<file path="src/rtl/dmem_ctrl.sv">
// Data-memory controller: turns M-stage load/store requests into a req/ack bus
// handshake, stalling the pipeline until the access completes or times out.
// Optional macro DMEM_ALIGN_CHECK_EN rejects word-misaligned accesses without touching the bus.
module dmem_ctrl #(
    parameter int unsigned TIMEOUT = 16
) (
    input  logic        clk,
    input  logic        rst,
    input  logic        memreadM,
    input  logic        memwriteM,
    input  logic [31:0] aluoutM,
    input  logic [31:0] writedataM,
    output logic [31:0] readdataM,
    output logic        stallM,
    output logic        mem_req,
    output logic        mem_we,
    output logic [31:0] mem_addr,
    output logic [31:0] mem_wdata,
    input  logic        mem_ack,
    input  logic [31:0] mem_rdata,
    output logic        bus_err
);

    typedef enum logic [1:0] {
        IDLE = 2'd0,
        BUSY = 2'd1,
        DONE = 2'd2
    } stateT;

    localparam logic [7:0] WAIT_LAST = 8'(TIMEOUT - 1);
    localparam logic [31:0] TIMEOUT_DATA = 32'hDEADBEEF;

    stateT       state;
    stateT       nextState;
    logic [7:0]  waitCnt;
    logic [7:0]  nextWaitCnt;
    logic [31:0] addrLatch;
    logic [31:0] wdataLatch;
    logic        weLatch;
    logic        access;
    logic        latchEn;
    logic        ackDone;
    logic        timeoutHit;
    logic        errSet;
`ifdef DMEM_ALIGN_CHECK_EN
    logic        misaligned;
`endif

    assign access = memreadM | memwriteM;
`ifdef DMEM_ALIGN_CHECK_EN
    assign misaligned = (aluoutM[1:0] != 2'b00);
`endif

    // Next-state, wait-counter and completion-event decode.
    always_comb begin
        nextState   = state;
        nextWaitCnt = waitCnt;
        latchEn     = 1'b0;
        ackDone     = 1'b0;
        timeoutHit  = 1'b0;
        errSet      = 1'b0;
        case (state)
            IDLE: begin
                if (access) begin
`ifdef DMEM_ALIGN_CHECK_EN
                    if (misaligned) begin
                        nextState = DONE;
                        errSet    = 1'b1;
                    end else begin
                        nextState   = BUSY;
                        latchEn     = 1'b1;
                        nextWaitCnt = 8'd0;
                    end
`else
                    nextState   = BUSY;
                    latchEn     = 1'b1;
                    nextWaitCnt = 8'd0;
`endif
                end else begin
                    nextState = IDLE;
                end
            end
            BUSY: begin
                // Ack wins over a timeout landing in the same cycle.
                if (mem_ack) begin
                    nextState = DONE;
                    ackDone   = 1'b1;
                end else if (waitCnt == WAIT_LAST) begin
                    nextState  = DONE;
                    timeoutHit = 1'b1;
                    errSet     = 1'b1;
                end else begin
                    nextWaitCnt = waitCnt + 8'd1;
                end
            end
            DONE: begin
                nextState = IDLE;
            end
            default: begin
                nextState = IDLE;
            end
        endcase
    end

    // State, latched request, load data and sticky error registers.
    always_ff @(posedge clk or posedge rst) begin
        if (rst) begin
            state      <= IDLE;
            waitCnt    <= 8'd0;
            addrLatch  <= 32'd0;
            wdataLatch <= 32'd0;
            weLatch    <= 1'b0;
            readdataM  <= 32'd0;
            bus_err    <= 1'b0;
        end else begin
            state   <= nextState;
            waitCnt <= nextWaitCnt;
            if (latchEn) begin
                addrLatch  <= aluoutM;
                wdataLatch <= writedataM;
                weLatch    <= memwriteM;
            end
            // Only loads update the load-data register; stores leave it alone.
            if (ackDone && !weLatch) begin
                readdataM <= mem_rdata;
            end else if (timeoutHit && !weLatch) begin
                readdataM <= TIMEOUT_DATA;
            end
            if (errSet) begin
                bus_err <= 1'b1;
            end
        end
    end

    // The stall must rise in the same cycle the request appears, hence combinational.
    assign stallM    = ((state == IDLE) && access) || (state == BUSY);
    assign mem_req   = (state == BUSY);
    assign mem_we    = (state == BUSY) && weLatch;
    assign mem_addr  = addrLatch;
    assign mem_wdata = wdataLatch;

endmodule

</file>
<file path="config.mk">
export PLATFORM = sky130hd
export DESIGN_NAME = dmem_ctrl
export DESIGN_NICKNAME = d
export VERILOG_FILES = /design/src/rtl/dmem_ctrl.sv
export SDC_FILE = /design/constraint.sdc
export NUM_CORES = 1
export LEC_CHECK = 0
export CAP_MARGIN = 20
export CORE_ASPECT_RATIO = 2
export CORE_MARGIN = 5
export CORE_UTILIZATION = 41
export DETAILED_ROUTE_END_ITERATION = 8
export GPL_TIMING_DRIVEN = 1
export PLACE_DENSITY = 0.84
export SYNTH_ARGS = -nofsm -noshare
export SYNTH_HDL_FRONTEND = slang
export SYNTH_SLANG_ARGS = --single-unit
</file>
<file path="constraint.sdc">
create_clock -name clk -period 4.2 [get_ports clk]
set_input_delay 0.63 -clock clk [delete_from_list [all_inputs] [get_ports clk]]
set_output_delay 0.63 -clock clk [all_outputs]
set_load 0.02 [all_outputs]
</file>
==> results.txt, run 1 <==
Pin placement for this block handled 201 I/O pins. The residual DRC count came out at 0. The post-route netlist has 7.69% of its cells at a drive strength greater than 1. The count of cell types in the netlist is 33. The cell count after synthesis is 413.

The half-perimeter wire length of the detailed placement result came out at 8.98 mm. Across every metal layer, demand over resource in global routing totals 19.2%. The weighted congestion at the end of routability-driven global placement is 0.804. TritonCTS built the clock tree. The number of nets with antenna violations after routing came out at 0.

The post-synthesis cell type with the largest combined area is sky130_fd_sc_hd__dfrtp_1. The core footprint came out at 0.0101 mm^2. The initial cell density of the core is 41.8%. The number of DRC markers after the initial detailed-route iteration came out at 124. The mean number of vias per cell is 4.79. The number of global-route vias before repair came out at 3694. Sorting the synthesized cells by area gives the leading types as sky130_fd_sc_hd__dfrtp_1 64%, sky130_fd_sc_hd__nand2_1 18%, sky130_fd_sc_hd__o22a_2 4.7%, sky130_fd_sc_hd__a22o_1 1.9%, sky130_fd_sc_hd__buf_2 1.3%. For the final routed database, the setup TNS stands at 0 ns. The cell area after placement is 0.00631 mm^2. In this run the deepest clock path goes through 2 buffers.

The final hold violation count is 0. The footprint of the multi-input gates is 0.00139 mm^2. The max-slew violation count came out at 0. CTS saw 108 sinks. In this run, CTS created clock tree buffers numbering 9. The worst setup path is of the register to primary output kind.

The final design area excluding fillers is 0.00662 mm^2. The area of the die is 0.0125 mm^2. The startpoint identified for the worst hold timing path is bus_err. For this run, the post-layout net count is 708. The clock latency reported for the late side of the worst-skew pair is 0.34 ns.

The endpoint identified for the worst register-to-register timing path is readdataM[3]. The die outline width is 81.7 um. The count of endpoints failing setup in the final report is 0. The CTS H-tree depth came out at 3.

The flow ran to the end, and the final reports show no timing, DRC or antenna violations. Setup repair after global routing left no endpoint under its margin. The total inserted antenna cells is 0. After clock tree synthesis, the flow added hold-fix buffers numbering 0. The slack of the worst reg-to-reg path is 2.09 ns. The path class of the tightest hold or removal check is register to register. Synthesis produced a netlist with a net count of 515. The worst hold path endpoint is bus_err. Of all flip-flops after synthesis, the portion carrying an async set or reset was 100%. At the pin with the least slew margin, the transition time is 0.856 ns. The maximum number of pins on one net before global-route repair is 68. The leading register cell type out of synthesis is sky130_fd_sc_hd__dfrtp_1.

The worst-case clock skew came out at 0.0114 ns. The overall routed net length came out at 11.8 mm. The share of the core filled with cells is 65.6%.

Clock tree synthesis selected as its root buffer the cell sky130_fd_sc_hd__clkbuf_16. The via count is 3572. The final non-filler cell total is 746. The clock transition at the registers of the reported paths came out at 0.07 ns. The part of the Yosys area used for sequential elements came out at 64.1%. By instance count, the leading cell after synthesis is sky130_fd_sc_hd__nand2_1. The number of cells traversed by the worst register-to-register path is 4. The number of gates resized after cts is 0.

The startpoint of the worst-slack reg-to-reg timing path is state[1]. The number of max-cap violations is 0. The cell area power density is 749 mW/mm^2. In this run the tool buffered the top-level ports with 200 buffer cells. The maximum fanout encountered on the critical timing path is 11.

The height of the die is 153 um. Counting instances in the post-synthesis netlist gives the leading cell types as 200 x sky130_fd_sc_hd__nand2_1, 108 x sky130_fd_sc_hd__dfrtp_1, 20 x sky130_fd_sc_hd__o22a_2. The time the final worst path needs with I/O delays and setup is 2.77 ns.

The type of origin of the critical path is a register. The number of synthesized register bits came out at 108. Summed over all layers, the global routing overflow is 0. Counting instances, the worst hold path has a depth of 1.

The average wire length per cell after detail routing came out at 15.8 um. The wire length of the first global-routing pass is 18.5 mm. The signal arrival time at the worst endpoint is 2.14 ns. The nature of the critical path endpoint is a primary output. The worst voltage drop across the vdd grid is 0.000502 V.

The relative slew slack came out at 42.7%. Data on the critical path is required at its endpoint by 3.57 ns. The initial antenna violation count was 0. The achievable frequency is 0.362 GHz. The sequential cells in the finished layout cover a total of 0.00270 mm^2. In this run the biggest area consumer among cell types represents 64.1% of the synthesized area. The number of flops mapped to enable cells by yosys is 0. The area of the mapped netlist came out at 0.00422 mm^2. Row generation in the floorplan step produced 52 rows. From synthesis to final layout, the design area changed by 57.0%. Yosys printed 0 warnings. The average cell area after synthesis is 10.2 um^2. The count of placed standard cells including taps is 729. After layout, the worst path uses 65.8% of the clock period.

The fill cell total of the finished layout is 799. The cell leakage power is 3.04 nW. The count of TritonRoute iterations in the first routing pass is 4.

The post-CTS setup buffer count came out at 0.
## flip-flops by register name, indices dropped and copies added (netlist names)
signal / cells
mem_addr: 32
mem_wdata: 32
readdataM: 32
waitCnt: 8
state: 2
bus_err: 1
weLatch: 1
## routing by layer
layer / global-route usage (%) / wire length, um
met5: 0 / 0
met4: 7.21 / 308
met3: 6.71 / 1040
met2: 33.0 / 6230
met1: 21.3 / 4230
## through the flow
stage / hold slack (ns) / worst slack (ns) / total power [mW]
after floorplan: 0.478 / 0.724 / 2.94
after global placement: 0.450 / 1.59 / 4.11
after detailed placement: 0.456 / 1.57 / 4.19
after CTS: 0.473 / 1.42 / 5.01
after global routing: 0.491 / 1.29 / 5.26
final: 0.470 / 1.43 / 4.96
## cells in the final DEF, fill, tap and decap left out, types with 2 or more instances in the layout
cell / n
sky130_fd_sc_hd__a21oi_1: 3
sky130_fd_sc_hd__a21oi_2: 2
sky130_fd_sc_hd__a22o_1: 9
sky130_fd_sc_hd__and2_1: 3
sky130_fd_sc_hd__buf_12: 2
sky130_fd_sc_hd__clkbuf_16: 9
sky130_fd_sc_hd__clkdlybuf4s50_1: 200
sky130_fd_sc_hd__clkinv_4: 3
sky130_fd_sc_hd__dfrtp_1: 108
sky130_fd_sc_hd__inv_1: 4
sky130_fd_sc_hd__inv_6: 2
sky130_fd_sc_hd__mux2i_1: 2
sky130_fd_sc_hd__nand2_1: 200
sky130_fd_sc_hd__nand3_1: 2
sky130_fd_sc_hd__nand4_1: 2
sky130_fd_sc_hd__nor2_1: 7
sky130_fd_sc_hd__nor3_4: 2
sky130_fd_sc_hd__o21ai_0: 6
sky130_fd_sc_hd__o22a_1: 4
sky130_fd_sc_hd__o22a_2: 20
sky130_fd_sc_hd__o311ai_0: 2
sky130_fd_sc_hd__o31ai_1: 2
## report_power, final
part / total (mW) / switching [mW] / leakage [nW] / internal, mW
Sequential: 1.77 / 0.266 / 1.31 / 1.51
Combinational: 2.38 / 1.25 / 1.58 / 1.13
Clock: 0.800 / 0.374 / 0.141 / 0.426
## critical path: stages, from the launching register on
cell,delay (ns)
sky130_fd_sc_hd__dfrtp_1,0.40
sky130_fd_sc_hd__nand2b_1,0.36
sky130_fd_sc_hd__inv_1,0.25
sky130_fd_sc_hd__and2_1,0.16
sky130_fd_sc_hd__clkdlybuf4s50_1,0.63
## cells by family after synthesis
family	Yosys count	synth area share, %
AO/OA/AOI/OAI	54	10.7
flip-flops	108	64.1
AND/OR/NAND/NOR	222	21.3
adder cells (fa/ha/maj)	1	0.297
buffers and inverters	26	3.20
multiplexers	2	0.475
## cell type report
| class | instances | share of cell area (%) |
|---|---|---|
| sequential | 108 | 40.8 |
| timing repair buffer | 203 | 31.0 |
| multi-input combinational | 279 | 21.0 |
| clock buffer | 11 | 3.67 |
| tap | 135 | 2.55 |
| clock inverter | 5 | 0.662 |
| inverter | 5 | 0.321 |
## how the worst max path moves through the flow
stage,start,end,slack (ns),cells past startpoint
detailed placement,memwriteM,stallM,1.57,4
floorplan,rst,bus_err,0.72,1
global placement,memwriteM,stallM,1.59,4
global route,state[1],mem_we,1.29,4
finish,state[1],mem_we,1.43,4
CTS,state[1],mem_we,1.42,4
Power figures use the tool's default switching activity.
==> run 2: changes to the inputs <==
Settings changed: CORE_UTILIZATION 41 to 37, PLACE_DENSITY 0.84 to 0.81.
Clock period 4.2 ns to 2.3 ns, I/O delays scaled along.
==> run 2 against run 1 <==
Net effect: clock power grew 100%; non-clock buffer count increased by 5; design area rose by 1.4%; register-to-register slack lost 1.6 ns; first-iteration DRC count is 49% higher; wire length grew 0.13%; die area rose by 9.8%; flip-flop and latch count stayed put; clock-buffer cell count unchanged; setup slack got worse by 1.3 ns; core utilization fell by 5.8 points; worst hold slack worse by 0.015 ns; highest routed layer unchanged.
==> results.txt, run 2 (synthesis results as in run 1) <==
The run finished with clean final reports. The growth of design area from synthesis to finish is 59.3%. The global routing usage summed across all routing layers came out at 17.3%. The signal arrival time at the worst endpoint is 1.85 ns. The total inserted antenna cells is 0. The clock transition at the registers of the reported paths is 0.07 ns.

The number of hold buffers added after CTS was 0. The mean number of vias per cell came out at 4.81. The detailed router finished its first iteration with 185 violations. In this run the remaining antenna-violating nets after routing total 0. The critical path is of the register to primary output type. The post-CTS setup buffer count is 0. The initial antenna violation count came out at 0. The final net count is 713. The worst register-to-register path begins at waitCnt[0]. The number of global-route vias before repair is 3892. For the pin with the worst max-slew slack, the measured transition is 0.755 ns.

The area of the die is 0.0138 mm^2. The number of cells traversed by the worst register-to-register path came out at 5. The finished layout holds 758 standard cells, fillers aside.

The count of buffers added on input and output ports is 200. The maximum number of pins on one net before global-route repair came out at 68. In this run the static leakage power is 3.07 nW.

In the layout the commonest cells are 200 x sky130_fd_sc_hd__nand2_1, 200 x sky130_fd_sc_hd__clkdlybuf4s50_1, 108 x sky130_fd_sc_hd__dfrtp_1, 20 x sky130_fd_sc_hd__o22a_2. The relative slew slack came out at 49.2%. The number of rows created at floorplan came out at 55. The maximum fanout encountered on the critical timing path came out at 5. The number of buffers added by the clock tree synthesis step came out at 9. The die is 85.5 um wide. The core footprint came out at 0.0112 mm^2. For this block, the via count after detailed routing is 3645. The clock drives 108 sinks. The worst min-delay path category is input port to async pin.

The total congestion overflow after global routing came out at 0. The weighted congestion at the end of routability-driven global placement came out at 0.836. The worst register-to-register path ends at readdataM[4]. The overall routed net length is 11.8 mm. The half-perimeter wire length of the detailed placement result came out at 9.14 mm. The number of buffers on the longest clock path came out at 2. The height of the die is 161 um. Measured on the finished design, the core utilization comes to 59.9%. The critical path data required time is 1.96 ns.

The average wire length per cell after detail routing came out at 15.6 um. For this configuration, the core starts out at a cell density of 37.6%. The residual DRC count is 0. TritonCTS built the clock tree. The clock reaches the later pin of the worst-skew pair after 0.34 ns.

Across the run, the number of max-cap violations was 0. IR analysis of the VDD net gives a maximum drop of 0.000615 V. The worst setup path is launched from a register. Setup repair after global routing left no endpoint under its margin. The max-slew violation count came out at 0. The slack of the worst reg-to-reg path came out at 0.51 ns.

In the final timing run, aggregate negative setup slack is 0 ns. The wire length of the first global-routing pass is 19.2 mm. The cell area after placement is 0.00639 mm^2. The final hold violation count came to 0. STA classifies the critical path endpoint as a primary output. In this run the power density over the cells is 1370 mW/mm^2.

The area taken by flip-flops and latches came out at 0.00270 mm^2. The fill cell total of the finished layout is 906. The cell sitting at the root of the clock tree is a sky130_fd_sc_hd__clkbuf_16. The footprint of the multi-input gates came out at 0.00139 mm^2. The achievable frequency is 0.455 GHz. The count of TritonRoute iterations in the first routing pass is 4.

The count of endpoints failing setup in the final report came out at 0. The number of top-level pins is 201. The count of placed standard cells including taps came out at 742. The finished cells cover 0.00672 mm^2. The clock tree synthesis step divided the H-tree into 3 levels. The time the final worst path needs with I/O delays and setup is 2.20 ns. The share of cells above drive strength 1 is 8.77%.

Dividing the final minimum period by the clock period gives 95.5%. The worst-case clock skew came out at 0.00752 ns.
-- run 2: power breakdown --
part	total [mW]	switching, mW	internal (mW)
Combinational	4.36	2.27	2.09
Clock	1.60	0.682	0.919
Sequential	3.24	0.489	2.75
-- run 2: area by class of cell --
cell class / count / area share [%]
Multi-Input combinational cell: 279 / 20.8
Clock inverter: 5 / 0.988
Inverter: 5 / 0.335
Timing Repair Buffer: 208 / 31.3
Sequential cell: 108 / 40.2
Tap cell: 142 / 2.65
Clock buffer: 11 / 3.76
-- run 2: worst max path at each step --
stage | cells past startpoint | to | slack (ns) | start
3_5_place_dp | 5 | waitCnt[5] | 0.19 | memwriteM
5_1_grt | 4 | mem_we | 0.04 | state[1]
2_1_floorplan | 1 | bus_err | 0.65 | rst
4_1_cts | 4 | stallM | 0.08 | state[0]
6_report | 4 | mem_we | 0.10 | state[1]
3_3_place_gp | 5 | waitCnt[7] | 0.24 | memwriteM
-- run 2: metrics by stage --
| step | hold slack [ns] | setup slack (ns) | power [mW] |
|---|---|---|---|
| final | 0.455 | 0.103 | 9.20 |
| after global routing | 0.493 | 0.0361 | 9.74 |
| after CTS | 0.462 | 0.0782 | 9.33 |
| after detailed placement | 0.460 | 0.195 | 7.69 |
| after global placement | 0.452 | 0.238 | 7.58 |
| after floorplan | 0.450 | 0.653 | 5.37 |
-- run 2: repair_timing --
action | in CTS | in global routing
endpoints found under the hold margin | 0 | 0
gates resized for setup | 0 | 1
setup endpoints to repair | 0 | 1
-- run 2: worst max-delay path, stage by stage (launching register included) --
cell and delay [ns]:
sky130_fd_sc_hd__dfrtp_1 0.42, sky130_fd_sc_hd__nand2b_1 0.18, sky130_fd_sc_hd__inv_1 0.18, sky130_fd_sc_hd__and2_1 0.15, sky130_fd_sc_hd__clkdlybuf4s50_1 0.59
-- run 2: metal layers --
metal,GRT usage (%),routed length [um],up-vias,share of wire (%)
li1,-,-,1740,-
met2,32.0,6390,176,54
met4,7.13,359,0,3.0
met1,18.4,4250,1703,36
met5,0,0,-,0
met3,4.19,830,26,7.0
==> run 3: changes to the inputs <==
Settings changed: CTS_BUF_LIST from default to sky130_fd_sc_hd__clkbuf_16.
Clock period 2.3 ns to 1.9 ns, I/O delays scaled along.
==> run 3 against run 2 <==
Net effect: design area is 1.0% higher; flip-flop and latch count stayed put; global-route usage is 1.5 points higher; setup slack worse by 0.0066 ns; worst hold slack better by 0.012 ns; die area stayed put; sequential power is 21% higher; combinational power is 23% higher; largest power group unchanged.
==> results.txt, run 3 (synthesis results as in run 1) <==
The core footprint came out at 0.0112 mm^2. After layout, the minimum clock period comes to 1.80 ns. Using the TritonRoute via totals, the vias-per-cell ratio works out to 4.83. The final hold violation count was 0. The critical setup path kind is register to primary output. The final non-filler cell total is 767. In this run the remaining antenna-violating nets after routing total 0. The initial antenna violation count came out at 0. The die outline width came out at 85.5 um.

The top cell types in the final layout, fill and taps aside, are 200 x sky130_fd_sc_hd__nand2_1, 197 x sky130_fd_sc_hd__clkdlybuf4s50_1, 108 x sky130_fd_sc_hd__dfrtp_1, 20 x sky130_fd_sc_hd__o22a_2, 14 x sky130_fd_sc_hd__buf_4. The wire length of the first global-routing pass came out at 20.4 mm. The ratio of final minimum period to clock period came out at 94.9%. Data on the critical path arrives at its endpoint at 1.52 ns. The count of buffers inserted at the top-level ports is 200. The CTS H-tree depth came out at 3. The final design area excluding fillers is 0.00679 mm^2. The max-slew violation count is 0. Static timing analysis puts the maximum clock frequency at 0.554 GHz. The count of endpoints failing setup in the final report came out at 0.

The maximum number of pins on one net before global-route repair came out at 109. The cell leakage power came out at 3.13 nW. STA classifies the critical path startpoint as a register. The residual DRC count is 0. The number of rows created at floorplan is 55. The number of global-route vias before repair came to 3982. The gate family responsible for the most delay along the worst path is buffers and inverters. The share of the core filled with cells is 60.5%.

The highest cell delay on the worst timing path is 0.41 ns. STA classifies the critical path endpoint as a primary output. The net switching power of the design came out at 4.26 mW.

The combined buffer and inverter count along the critical path is 2. The fill cell total of the finished layout came out at 918. The total congestion overflow after global routing is 0.

The half-perimeter wire length of the detailed placement result came out at 9.51 mm. Combinational cells account for 47.5% of the total power. The initial cell density of the core came out at 37.6%. Walking the worst path, the cells encountered are nand2b_1, buf_4, nand2_1, clkdlybuf4s15_1.

The clock sink total came out at 108. Setup repair after global routing left no endpoint under its margin. Per report_power, the sequential group accounts for 34.6% of the total.

The CTS tree is yes. Net switching is 37.6% of the power. The number of top-level pins came out at 201. The post-CTS setup buffer count is 0. The height of the die is 161 um. The share of cells above drive strength 1 came out at 9.92%. The worst-path cell with the longest stage delay is sky130_fd_sc_hd__dfrtp_1. IR analysis of the VDD net gives a maximum drop of 0.000877 V. The relative slew slack came out at 62.0%. The buffer type at the clock tree root is sky130_fd_sc_hd__clkbuf_16. The leading cell type in the layout, fill and taps excluded is sky130_fd_sc_hd__nand2_1. The first TritonRoute pass finished after 4 iterations. The number of DRC markers after the initial detailed-route iteration came out at 117. The pre-CTS worst setup slack came out at -0.137 ns. Setup total negative slack on the finished layout was measured at 0 ns. The number of max-cap violations is 0. For this design the ratio of total power to cell area is 1670 mW/mm^2. The clock transition at the registers of the reported paths is 0.07 ns.

TritonCTS created 9 clock buffers. The worst min-delay path category is input port to async pin. The global routing usage summed across all routing layers is 18.8%. The internal power summed over all cells came out at 7.06 mW.

The area taken by flip-flops and latches is 0.00270 mm^2. At the pin with the least slew margin, the transition time is 0.568 ns. After detailed routing, the average wire length per cell comes to 16.8 um. The smallest setup slack after layout is 0.0963 ns. Along the worst path, the maximum fanout reaches 11. The via count is 3705. The weighted congestion at the end of routability-driven global placement is 0.799.

The clock latency reported for the late side of the worst-skew pair is 0.34 ns. In the final layout, the multi-input gates occupy 0.00142 mm^2. The part of the total power dissipated in the clock network is 17.8%.

The die covers 0.0138 mm^2. The overall routed net length is 12.9 mm. After detailed placement, the total cell area comes to 0.00644 mm^2. The count of placed standard cells including taps is 750.

The number of buffers on the longest clock path is 2. The worst-case clock skew came out at 0.00612 ns. The total inserted antenna cells is 0. The flow ran to the end, and the final reports show no timing, DRC or antenna violations. The critical path data required time came out at 1.62 ns. The final net count is 722. The growth of design area from synthesis to finish is 60.9%.
-- run 3: changes by cell type in the layout (fill, tap and decap cells not counted), sizes merged --
cell	before	now
clkinvlp	2	1
clkdlybuf4s50	200	197
nor3	3	4
clkbuf	11	9
clkdlybuf4s15	0	1
bufinv	1	2
inv	7	8
clkinv	0	1
dlygate4sd2	0	2
buf	8	16
-- run 3: power by group through the flow --
stage	logic [mW]	clock network, mW	registers [mW]
after CTS	5.46	2.08	3.93
after global placement	5.29	0	3.92
after global routing	5.74	2.18	4.06
after detailed placement	5.44	0	3.94
final	5.38	2.02	3.92
after floorplan	1.36	0	5.14
-- run 3: metal layers --
metal  vias up  share of wire, %  GRT usage, %  wire length [um]
met5         -                 0             0                 0
met4         0               3.1          7.64               393
met3        27               7.3          4.65               939
met2       175                54          34.8              7010
met1      1744                35          19.8              4520
li1       1759                 -             -                 -
-- run 3: worst paths after layout --
kind / cells past startpoint / slack (ns) / startpoint / end
setup / recovery: 4 / 0.1 / state[1] / stallM
hold / removal: 3 / 0.47 / rst / mem_wdata[31]
setup reg to reg: 6 / 0.14 / waitCnt[0] / readdataM[29]
hold reg to reg: 1 / 0.47 / bus_err / bus_err
max in group asynchronous: 3 / 1.02 / rst / weLatch
min in group clk: 3 / 0.47 / aluoutM[8] / mem_addr[8]
-- run 3: worst reg2reg max path, stage by stage (launching register included) --
cell,delay (ns)
sky130_fd_sc_hd__dfrtp_1,0.41
sky130_fd_sc_hd__ha_1,0.24
sky130_fd_sc_hd__and4b_4,0.22
sky130_fd_sc_hd__buf_4,0.14
sky130_fd_sc_hd__and2_1,0.23
sky130_fd_sc_hd__o21ai_4,0.27
sky130_fd_sc_hd__a22o_1,0.18
-- run 3: area by class of cell --
class                   instances  area share, %
flip-flops and latches        108           39.8
well taps                     142           2.62
inverters                       5          0.332
repair buffers                216           31.6
multi-input cells             280           20.9
clock inverters                 7           1.44
clock buffers                   9           3.32
-- run 3: per-stage QoR --
stage,total power [mW],hold slack [ns]
2_1_floorplan,6.50,0.390
3_3_place_gp,9.21,0.459
3_5_place_dp,9.38,0.462
4_1_cts,11.5,0.456
5_1_grt,12.0,0.463
6_report,11.3,0.467
-- run 3: what timing repair did --
item,4_1_cts,5_1_grt
endpoints found under the setup margin,27,3
hold buffers,0,0
gates cloned,1,0
pin swaps,1,0
resized for setup,4,3
